File: src/rtl/rate_phase_ctrl.sv
// Symbol-rate enable controller.
// Sequences start/stop of the symbol divider, emits a one-cycle symbol strobe
// every NOS clocks, a gated TX strobe, and an RX sample strobe at a selectable
// phase. Switch configuration is sampled only at symbol boundaries so the
// TX/RX stages downstream never see a partial symbol.
module rate_phase_ctrl #(
  parameter int NOS   = 4,
  parameter int CNT_W = 2
) (
  input  logic             clock,
  input  logic             i_reset,
  input  logic [3:0]       i_sw,
  output logic             o_sym_strb,
  output logic             o_tx_en,
  output logic             o_rx_strb,
  output logic [CNT_W-1:0] o_phase,
  output logic [1:0]       o_state
);

  typedef enum logic [1:0] {
    S_IDLE = 2'b00,
    S_RUN  = 2'b01,
    S_STOP = 2'b10
  } state_t;

  localparam logic [CNT_W-1:0] CNT_LAST = CNT_W'(NOS - 1);

  state_t           state;
  state_t           state_nxt;
  logic [CNT_W-1:0] count;
  logic [CNT_W-1:0] count_nxt;
  logic             tx_run;
  logic             rx_run;
  logic [CNT_W-1:0] phase;
  logic             latch_en;
  logic             sym_nxt;
  logic             tx_nxt;
  logic             rx_nxt;
  logic             sw_any;
  logic             at_wrap;
  logic [CNT_W-1:0] sw_phase;

  assign sw_any   = |i_sw[1:0];
  assign at_wrap  = (count == CNT_LAST);
  assign sw_phase = CNT_W'(i_sw[3:2]);

  // State register; reset aborts any symbol in flight immediately.
  always_ff @(posedge clock or negedge i_reset) begin
    if (!i_reset) begin
      state <= S_IDLE;
    end else begin
      state <= state_nxt;
    end
  end

  // Next-state: IDLE starts on any run switch, RUN/STOP only leave for IDLE
  // at a symbol boundary so the last symbol is always completed.
  always_comb begin
    state_nxt = state;
    case (state)
      S_IDLE: state_nxt = sw_any ? S_RUN : S_IDLE;
      S_RUN: begin
        if (at_wrap) state_nxt = sw_any ? S_RUN : S_IDLE;
        else         state_nxt = sw_any ? S_RUN : S_STOP;
      end
      S_STOP: begin
        if (at_wrap) state_nxt = S_IDLE;
        else         state_nxt = sw_any ? S_RUN : S_STOP;
      end
      default: state_nxt = S_IDLE;
    endcase
  end

  // Output/datapath decode: counter advance, config latch and strobe values.
  // The count==phase compare uses the phase currently applied, so a new phase
  // latched at the boundary takes effect in the following symbol.
  always_comb begin
    count_nxt = '0;
    latch_en  = 1'b0;
    sym_nxt   = 1'b0;
    tx_nxt    = 1'b0;
    rx_nxt    = 1'b0;
    if (state != S_IDLE) begin
      count_nxt = count + CNT_W'(1);
      sym_nxt   = at_wrap;
      tx_nxt    = at_wrap & tx_run;
      rx_nxt    = rx_run & (count == phase);
    end
    latch_en = ((state == S_IDLE) && sw_any) || ((state == S_RUN) && at_wrap);
  end

  // Counter and latched configuration.
  always_ff @(posedge clock or negedge i_reset) begin
    if (!i_reset) begin
      count  <= '0;
      tx_run <= 1'b0;
      rx_run <= 1'b0;
      phase  <= '0;
    end else begin
      count <= count_nxt;
      if (latch_en) begin
        tx_run <= i_sw[0];
        rx_run <= i_sw[1];
        phase  <= sw_phase;
      end
    end
  end

  // Registered strobes so every output comes straight from a flop.
  always_ff @(posedge clock or negedge i_reset) begin
    if (!i_reset) begin
      o_sym_strb <= 1'b0;
      o_tx_en    <= 1'b0;
      o_rx_strb  <= 1'b0;
    end else begin
      o_sym_strb <= sym_nxt;
      o_tx_en    <= tx_nxt;
      o_rx_strb  <= rx_nxt;
    end
  end

  assign o_phase = phase;
  assign o_state = state;

endmodule
File: config.mk
export PLATFORM = sky130hd
export DESIGN_NAME = rate_phase_ctrl
export DESIGN_NICKNAME = d
export VERILOG_FILES = /design/src/rtl/rate_phase_ctrl.sv
export SDC_FILE = /design/constraint.sdc
export NUM_CORES = 1
export LEC_CHECK = 0
export CORE_AREA = 2 2 39 41
export CTS_CLUSTER_SIZE = 16
export DETAILED_ROUTE_END_ITERATION = 6
export DIE_AREA = 0 0 41 43
export HOLD_SLACK_MARGIN = 0.02
export PLACE_DENSITY = 0.71
export SETUP_SLACK_MARGIN = 0.05
export SYNTH_ARGS = -nofsm -noshare
export SYNTH_HDL_FRONTEND = slang
export SYNTH_SLANG_ARGS = --single-unit
File: constraint.sdc
create_clock -name clock -period 3.1 [get_ports clock]
set_input_delay 0.31 -clock clock [delete_from_list [all_inputs] [get_ports clock]]
set_output_delay 0.31 -clock clock [all_outputs]
set_load 0.01 [all_outputs]
### Yosys cells after proc, flatten, opt, wreduce, memory -nomap -nowiden

Cells that the tools add are included.

| storage, ports and cells | value |
|---|---|
| flip-flop bits (word level) | 11 |
| latch bits | 0 |
| memory bits (writable) | 0 |
| memory bits (read-only) | 0 |
| bits of input ports | 6 |
| output and inout bits | 7 |
| word-level logic and storage cells | 30 |
| memories | 0 |

| cells by class | value |
|---|---|
| $add $sub $neg | 1 |
| multiply operators | 0 |
| divide/modulo/power cells | 0 |
| $lt $le $gt $ge | 0 |
| equality and inequality tests | 4 |
| shift operators | 0 |
| mux-type cells | 9 |
| bitwise operators | 2 |
| reduce and logical (&&, ||, !) cells | 6 |

Operators with widths:

| cell | number |
|---|---|
| $mux 2 | 4 |
| $pmux 2 s3 | 1 |
| $eq 2x2->1 const B | 2 |
| $mux 1 | 4 |
| $add 2x1->2 const B | 1 |
| $and 1x1->1 | 2 |
| $eq 2x1->1 const B | 1 |
| $eq 2x2->1 | 1 |
| $logic_and 1x1->1 | 2 |
| $logic_not 2->1 | 1 |
| $reduce_bool 2->1 | 1 |
| $reduce_or 2->1 | 1 |
| $logic_or 1x1->1 | 1 |

### Logic depth before layout (Yosys ltp)

Gate-level depths: netlist of the first run.

| depth | value |
|---|---|
| word-level depth | 4 |
| gate-level depth with buffers | 4 |
| depth with buffers taken out | 4 |

### Least setup slack after synthesis of the first run

Ideal clock, no wire load.

| path | value |
|---|---|
| path type | register -> register |
| start | register count[0] |
| end | register rx_run |
| arrival | 1166 ps |
| data required time | 2975 ps |
| path slack | 1809 ps |
| cell stages (with the launch flop) | 5 |
| period minus slack after synthesis | 1291 ps |
| cell sequence | dfrtp_1 > ha_1 > nor2b_4 > nor3_4 > mux2_2 |

| between the ends | value |
|---|---|
| word-level cells in the longest chain between the ends | 3 |

RTL lines:

| what | line | RTL |
|---|---|---|
| start, declared | 30 | `logic [CNT_W-1:0] count;` |
| start signal, assigned | 100 | `count <= count_nxt;` |
| $eq 2x2->1 | 44 | `assign at_wrap = (count == CNT_LAST);` |
| $logic_and 1x1->1 | 89 | `latch_en = ((state == S_IDLE) && sw_any) \|\| ((state == S_RUN) && at_wrap);` |
| $logic_or 1x1->1 | 89 |  |
| end signal, assigned | 103 | `rx_run <= i_sw[1];` |
| end, declared | 33 | `logic rx_run;` |

No other way between the ends.
A chain may end at the register's enable or synchronous reset.

### Worst setup path after layout of the first run

| path | value |
|---|---|
| start | register state[1] (netlist: o_state[1]) |
| end | output port o_state[1] |

RTL lines:

| what | line | RTL |
|---|---|---|
| start, declared | 28 | `state_t state;` |
| start signal, assigned | 52 | `state <= state_nxt;` |
| end, declared | 17 | `output logic [1:0] o_state` |

No word-level cell between the ends.

==> run_results.csv, run 1 <==
group,metric,value,unit
setup_path,critPathKind,"register to output port",
cells_and_area,layout_commonest_cell,"clkdlybuf4s50_1",
route,routed.top_layer,"met4",
sta,slew_violations,0,
power,pwr_density_cell,819.8,nW/um^2
cts,clk_pin_slew_worst_paths,0.07,ns
power,p_seq_share,45.6,%
cts,hold_buffers,0,
yosys,ys_ff_latch,11,
floorplanning,core-area,1384,sq um
place,gp_congestion,0.6756,
sta,period_needed,1.622,ns
cts,h-tree-depth,1,
yosys,synth_edf_count,0,
setup_path,path_delay_family,"buffers and inverters",
yosys,seq_area_frac_synth,60.77,%
setup_path,worstPathCellList,"clkdlybuf4s50_1",
setup_path,cp_max_fo,5,
cts,cts_root_buf,"clkbuf_4",
route,drtIter0Drc,1,
cts,clk_path_buf_depth,2,
flow_run,maxCapViolCount,0,
route,route.detailed.drc,0,
yosys,synth_cell_types,17,
power,switching_power,150.3,uW
route,wl_met1,318,um
floorplanning,rows,14,
yosys,synth.avg_cell_area,14.15,sq um
setup_path,required,2.79,ns
route,wl_per_cell,11.42,um
floorplanning,num_io_pins,13,
yosys,ys_async_sr_fraction,100.0,%
cells_and_area,diodes,0,
yosys,synth_nets,39,
route,ant_nets,0,
global_route,grt_pass1_vias,300,
global_route,grt_use_total,11.18,%
setup_path,crit_path_top_delay_cell,"clkdlybuf4s50_1",
route,routed-via-count,295,
yosys,synth_compound_area_share,2.762,%
route,routed_wl,731,um
cts,ctsResizeCount,0,
yosys,synthAdderAreaFrac,2.762,%
cts,clk_latency,0.26,ns
sta,setup_ws,1.478,ns
floorplanning,fp.dieH,43,um
yosys,netlist_area,452.9,sq um
route,via_per_inst,4.609,
route,wl_met2,358,um
floorplanning,dieWidth,41,um
route,dr.pass1.iters,2,
run_status,status,"finished, final reports clean",
yosys,synthMuxAreaShare,9.945,%
cells_and_area,mostFrequentLayoutCells,"clkdlybuf4s50_1 (12), dfrtp_1 (11), clkbuf_4 (3)",
power,p_leak,0.0002629,uW
yosys,synthFlopType,"dfrtp_1",
cells_and_area,syn2layout_area_growth,36.74,%
setup_path,crit_arrival,1.31,ns
place,dp_slack,1.405,ns
sta,hold_viol_final,0,
setup_path,path_buf_inv,1,
route,wl_met3,24,um
sta,setup_tns,0,ns
cts,cts_setup_buffers,0,
cells_and_area,finalNetCount,56,
setup_path,reg2reg_setup_slack,1.70,ns
floorplanning,die-area,1763,sq um
sta,hold_slack,0.3683,ns
place,io_buffer_count,12,
sta,fin_skew,0.002350,ns
power,swShare,29.61,%
floorplanning,start_util,32.73,%
sta,finalSetupViolations,0,
sta,fmax,616.6,MHz
cts,cts_num_sinks,11,
yosys,synth-simple-area-share,17.96,%
power,p_int,357.4,uW
setup_path,endpoint_kind,"output port",
yosys,synth_xor_xnor_area_share,5.801,%
cts,cts_tree,"built",
yosys,postSynthCellCount,32,
sta,rsz0062_at_grt,"no",
global_route,grt_max_degree,12,
hold_path,hold_class,"input port to asynchronous set/reset pin",
sta,tightest_slew,0.4693,ns
global_route,grt_pass1_wl,1283,um
global_route,gr-total-overflow,0,
cts,cts_made_buffers,3,
cells_and_area,drive_gt1_share,16.67,%
power,combPwrFrac,35.9,%
yosys,ys_warn_count,0,
power,pwr-share-clk,18.6,%
sta,max_slew_margin,68.61,%
sta,period_share,52.32,%
yosys,synth_top_family_by_area,"simple AND/OR/NAND/NOR gates",
setup_path,max_stage_delay,0.58,ns
power,ir_drop,0.3081,mV
setup_path,critPathLaunchType,"register",
global_route,grt_antenna_before_repair,0,
==> state kept, by name, indices dropped and copies added (netlist names) <==
signal,cells
count,2
o_phase,2
o_rx_strb,1
o_state,2
o_sym_strb,1
o_tx_en,1
rx_run,1
tx_run,1
==> synthesized netlist by cell type (2+ instances only) <==
library cell	count	area, sq um
dfrtp_1	11	275.3
mux2_1	2	22.52
mux2_2	2	22.52
nor2_1	2	7.510
nor2b_1	2	12.51
xnor2_1	2	17.52
==> power by group through the flow <==
stage	logic (uW)	registers, uW	clock network, uW
5_1_grt	204	239	107
2_1_floorplan	91.9	242	0
3_3_place_gp	181	234	0
4_1_cts	186	233	98.5
3_5_place_dp	184	236	0
6_report	182	231	94.2
==> per-stage QoR <==
stage | std cells | cell area [sq um] | utilization, % | power [uW]
final | 64 | 619.3 | 44.76 | 507.7
after global placement | 60 | 593.1 | 42.86 | 414.6
after CTS | 64 | 619.3 | 44.76 | 517.1
after floorplan | 32 | 452.9 | - | 333.7
after detailed placement | 60 | 593.1 | 42.86 | 419.5
after global routing | 64 | 619.3 | 44.76 | 550.2
==> layer usage <==
layer	up-vias	GRT usage (%)
li1	142	-
met1	141	14.05
met2	8	15.63
met3	4	3.141
met4	0	8.000
met5	-	0
==> cell families (layout without fill, tap and decap cells) <==
| group | Yosys count | count (layout) |
|---|---|---|
| buffers and inverters | 0 | 16 |
| DFF | 11 | 11 |
| xor gates and xnor gates | 3 | 3 |
| adders and majority gates | 1 | 1 |
| and+or+nand+nor | 11 | 11 |
| AOI/OAI and AO/OA | 2 | 2 |
| muxes | 4 | 4 |
==> area by class of cell <==
type	instances	area (sq um)
clock buffer	4	26.28
fill	136	764.5
multi-input combinational	21	177.7
sequential	11	275.3
tap	16	20.02
timing repair buffer	12	120.1
==> path summary, 6_finish.rpt <==
path | start | endpoint | cells after the start
max in group asynchronous | i_reset | o_phase[0]$_DFFE_PN0P_ | 1
min reg2reg | tx_run$_DFFE_PN0P_ | o_tx_en$_DFF_PN0_ | 1
max reg2reg | count[0]$_DFF_PN0_ | rx_run$_DFFE_PN0P_ | 4
max | o_state[1]$_DFF_PN0_ | o_state[1] | 1
min | i_reset | o_sym_strb$_DFF_PN0_ | 1
min in group clock | tx_run$_DFFE_PN0P_ | o_tx_en$_DFF_PN0_ | 1
Power figures use the tool's default switching activity.
==> inputs of run 2 (changes only) <==
==> constraint.sdc (replaced) <==
create_clock -name clock -period 1.65 [get_ports clock]
set_input_delay 0.165 -clock clock [delete_from_list [all_inputs] [get_ports clock]]
set_output_delay 0.165 -clock clock [all_outputs]
set_load 0.01 [all_outputs]
==> run_results.csv, run 2 (same netlist as run 1, synthesis figures left out) <==
group,metric,value,unit
run_status,status,"finished, final reports clean",
cts,ctsResizeCount,0,
global_route,grt_pass1_wl,1283,um
setup_path,crit_path_top_delay_cell,"clkdlybuf4s50_1",
setup_path,max_stage_delay,0.58,ns
place,dp_slack,0.1236,ns
floorplanning,start_util,32.73,%
power,pwr_density_cell,1525,nW/um^2
sta,period_share,89.63,%
cells_and_area,fill_cells,135,
sta,rsz0062_at_grt,"no",
sta,setup_ws,0.1711,ns
floorplanning,core-area,1384,sq um
route,routed_wl,734,um
sta,max_slew_margin,67.21,%
route,ant_nets,0,
route,dr.pass1.iters,3,
cells_and_area,multi_input_area,177.7,sq um
cts,cts_setup_buffers,0,
floorplanning,dieWidth,41,um
flow_run,maxCapViolCount,0,
route,via_per_inst,4.523,
power,ir_drop,0.5304,mV
cts,cts_root_buf,"clkbuf_4",
cells_and_area,final_design_area_no_fill,626.9,sq um
setup_path,required,1.48,ns
cells_and_area,drive_gt1_share,18.37,%
place,placed_area,600.6,sq um
cts,cts_tree,"built",
floorplanning,die-area,1763,sq um
global_route,grt_use_total,10.93,%
sta,hold_viol_final,0,
cells_and_area,register_area,275.3,sq um
sta,slew_violations,0,
global_route,gr-total-overflow,0,
cells_and_area,syn2layout_area_growth,38.40,%
place,gp_congestion,0.7633,
cts,hold_buffers,0,
cts,clk_path_buf_depth,2,
setup_path,critPathKind,"register to output port",
setup_path,r2r-start,"count[0]$_DFF_PN0_",
place,io_buffer_count,12,
floorplanning,fp.dieH,43,um
route,drtIter0Drc,3,
floorplanning,rows,14,
power,p_leak,0.0002677,uW
global_route,grt_max_degree,12,
cts,clk_latency,0.26,ns
setup_path,startpoint,"o_state[1]$_DFF_PN0_",
cts,clk_pin_slew_worst_paths,0.07,ns
route,wl_per_cell,11.29,um
setup_path,path_delay_family,"buffers and inverters",
cts,h-tree-depth,1,
floorplanning,num_io_pins,13,
sta,tightest_slew,0.4904,ns
sta,period_needed,1.479,ns
setup_path,critPathLaunchType,"register",
route,routed-via-count,294,
setup_path,endpoint_kind,"output port",
power,power,955.8,uW
sta,fin_skew,0.001330,ns
global_route,grt_pass1_vias,310,
cells_and_area,diodes,0,
setup_path,crit_arrival,1.31,ns
setup_path,path_buf_inv,1,
sta,fmax,676.2,MHz
cts,cts_num_sinks,11,
hold_path,hold_class,"input port to asynchronous set/reset pin",
sta,hold_slack,0.2329,ns
global_route,grt_antenna_before_repair,0,
setup_path,cp_max_fo,5,
sta,setup_tns,0,ns
setup_path,worstPathCellList,"clkdlybuf4s50_1",
cts,cts_made_buffers,3,
cells_and_area,mostFrequentLayoutCells,"clkdlybuf4s50_1 (12), dfrtp_1 (11), clkbuf_4 (3)",
cells_and_area,layout_commonest_cell,"clkdlybuf4s50_1",
cells_and_area,finalNetCount,57,
route,route.detailed.drc,0,
sta,finalSetupViolations,0,
-- run 2: cell count changes in the layout (fill, tap and decap cells not counted) --
| cell | delta |
|---|---|
| buf_4 | +1 |
-- run 2: routing by layer --
| layer | global-route usage [%] | part of all wire (%) |
|---|---|---|
| met1 | 13.53 | 46 |
| met2 | 15.31 | 51 |
| met3 | 3.141 | 3.3 |
| met4 | 8.000 | 0 |
| met5 | 0 | 0 |
-- run 2: where the power goes --
part	total, uW	internal (uW)	switching [uW]	leakage (uW)
sequential	437	366	71.0	0.000136
clock	178	93.3	84.9	0.0000150
combinational	340	213	128	0.000117
-- run 2: worst paths after layout --
check,to,slack (ns),cells past startpoint
max,o_state[1],0.17,1
min,o_tx_en$_DFF_PN0_,0.23,1
min in group clock,o_tx_en$_DFF_PN0_,0.50,1
max reg2reg,tx_run$_DFFE_PN0P_,0.24,4
min reg2reg,o_tx_en$_DFF_PN0_,0.50,1
max in group asynchronous,o_phase[0]$_DFFE_PN0P_,1.09,1
-- run 2: final cells by class --
cell class	count	area share (%)
Sequential cell	11	43.91
Timing Repair Buffer	13	20.36
Tap cell	16	3.194
Multi-Input combinational cell	21	28.34
Clock buffer	4	4.192
-- run 2: metrics by stage --
step / util, % / instances
2_1_floorplan: - / 32
3_3_place_gp: 43.40 / 61
5_1_grt: 45.30 / 65
4_1_cts: 45.30 / 65
6_report: 45.30 / 65
3_5_place_dp: 43.40 / 61
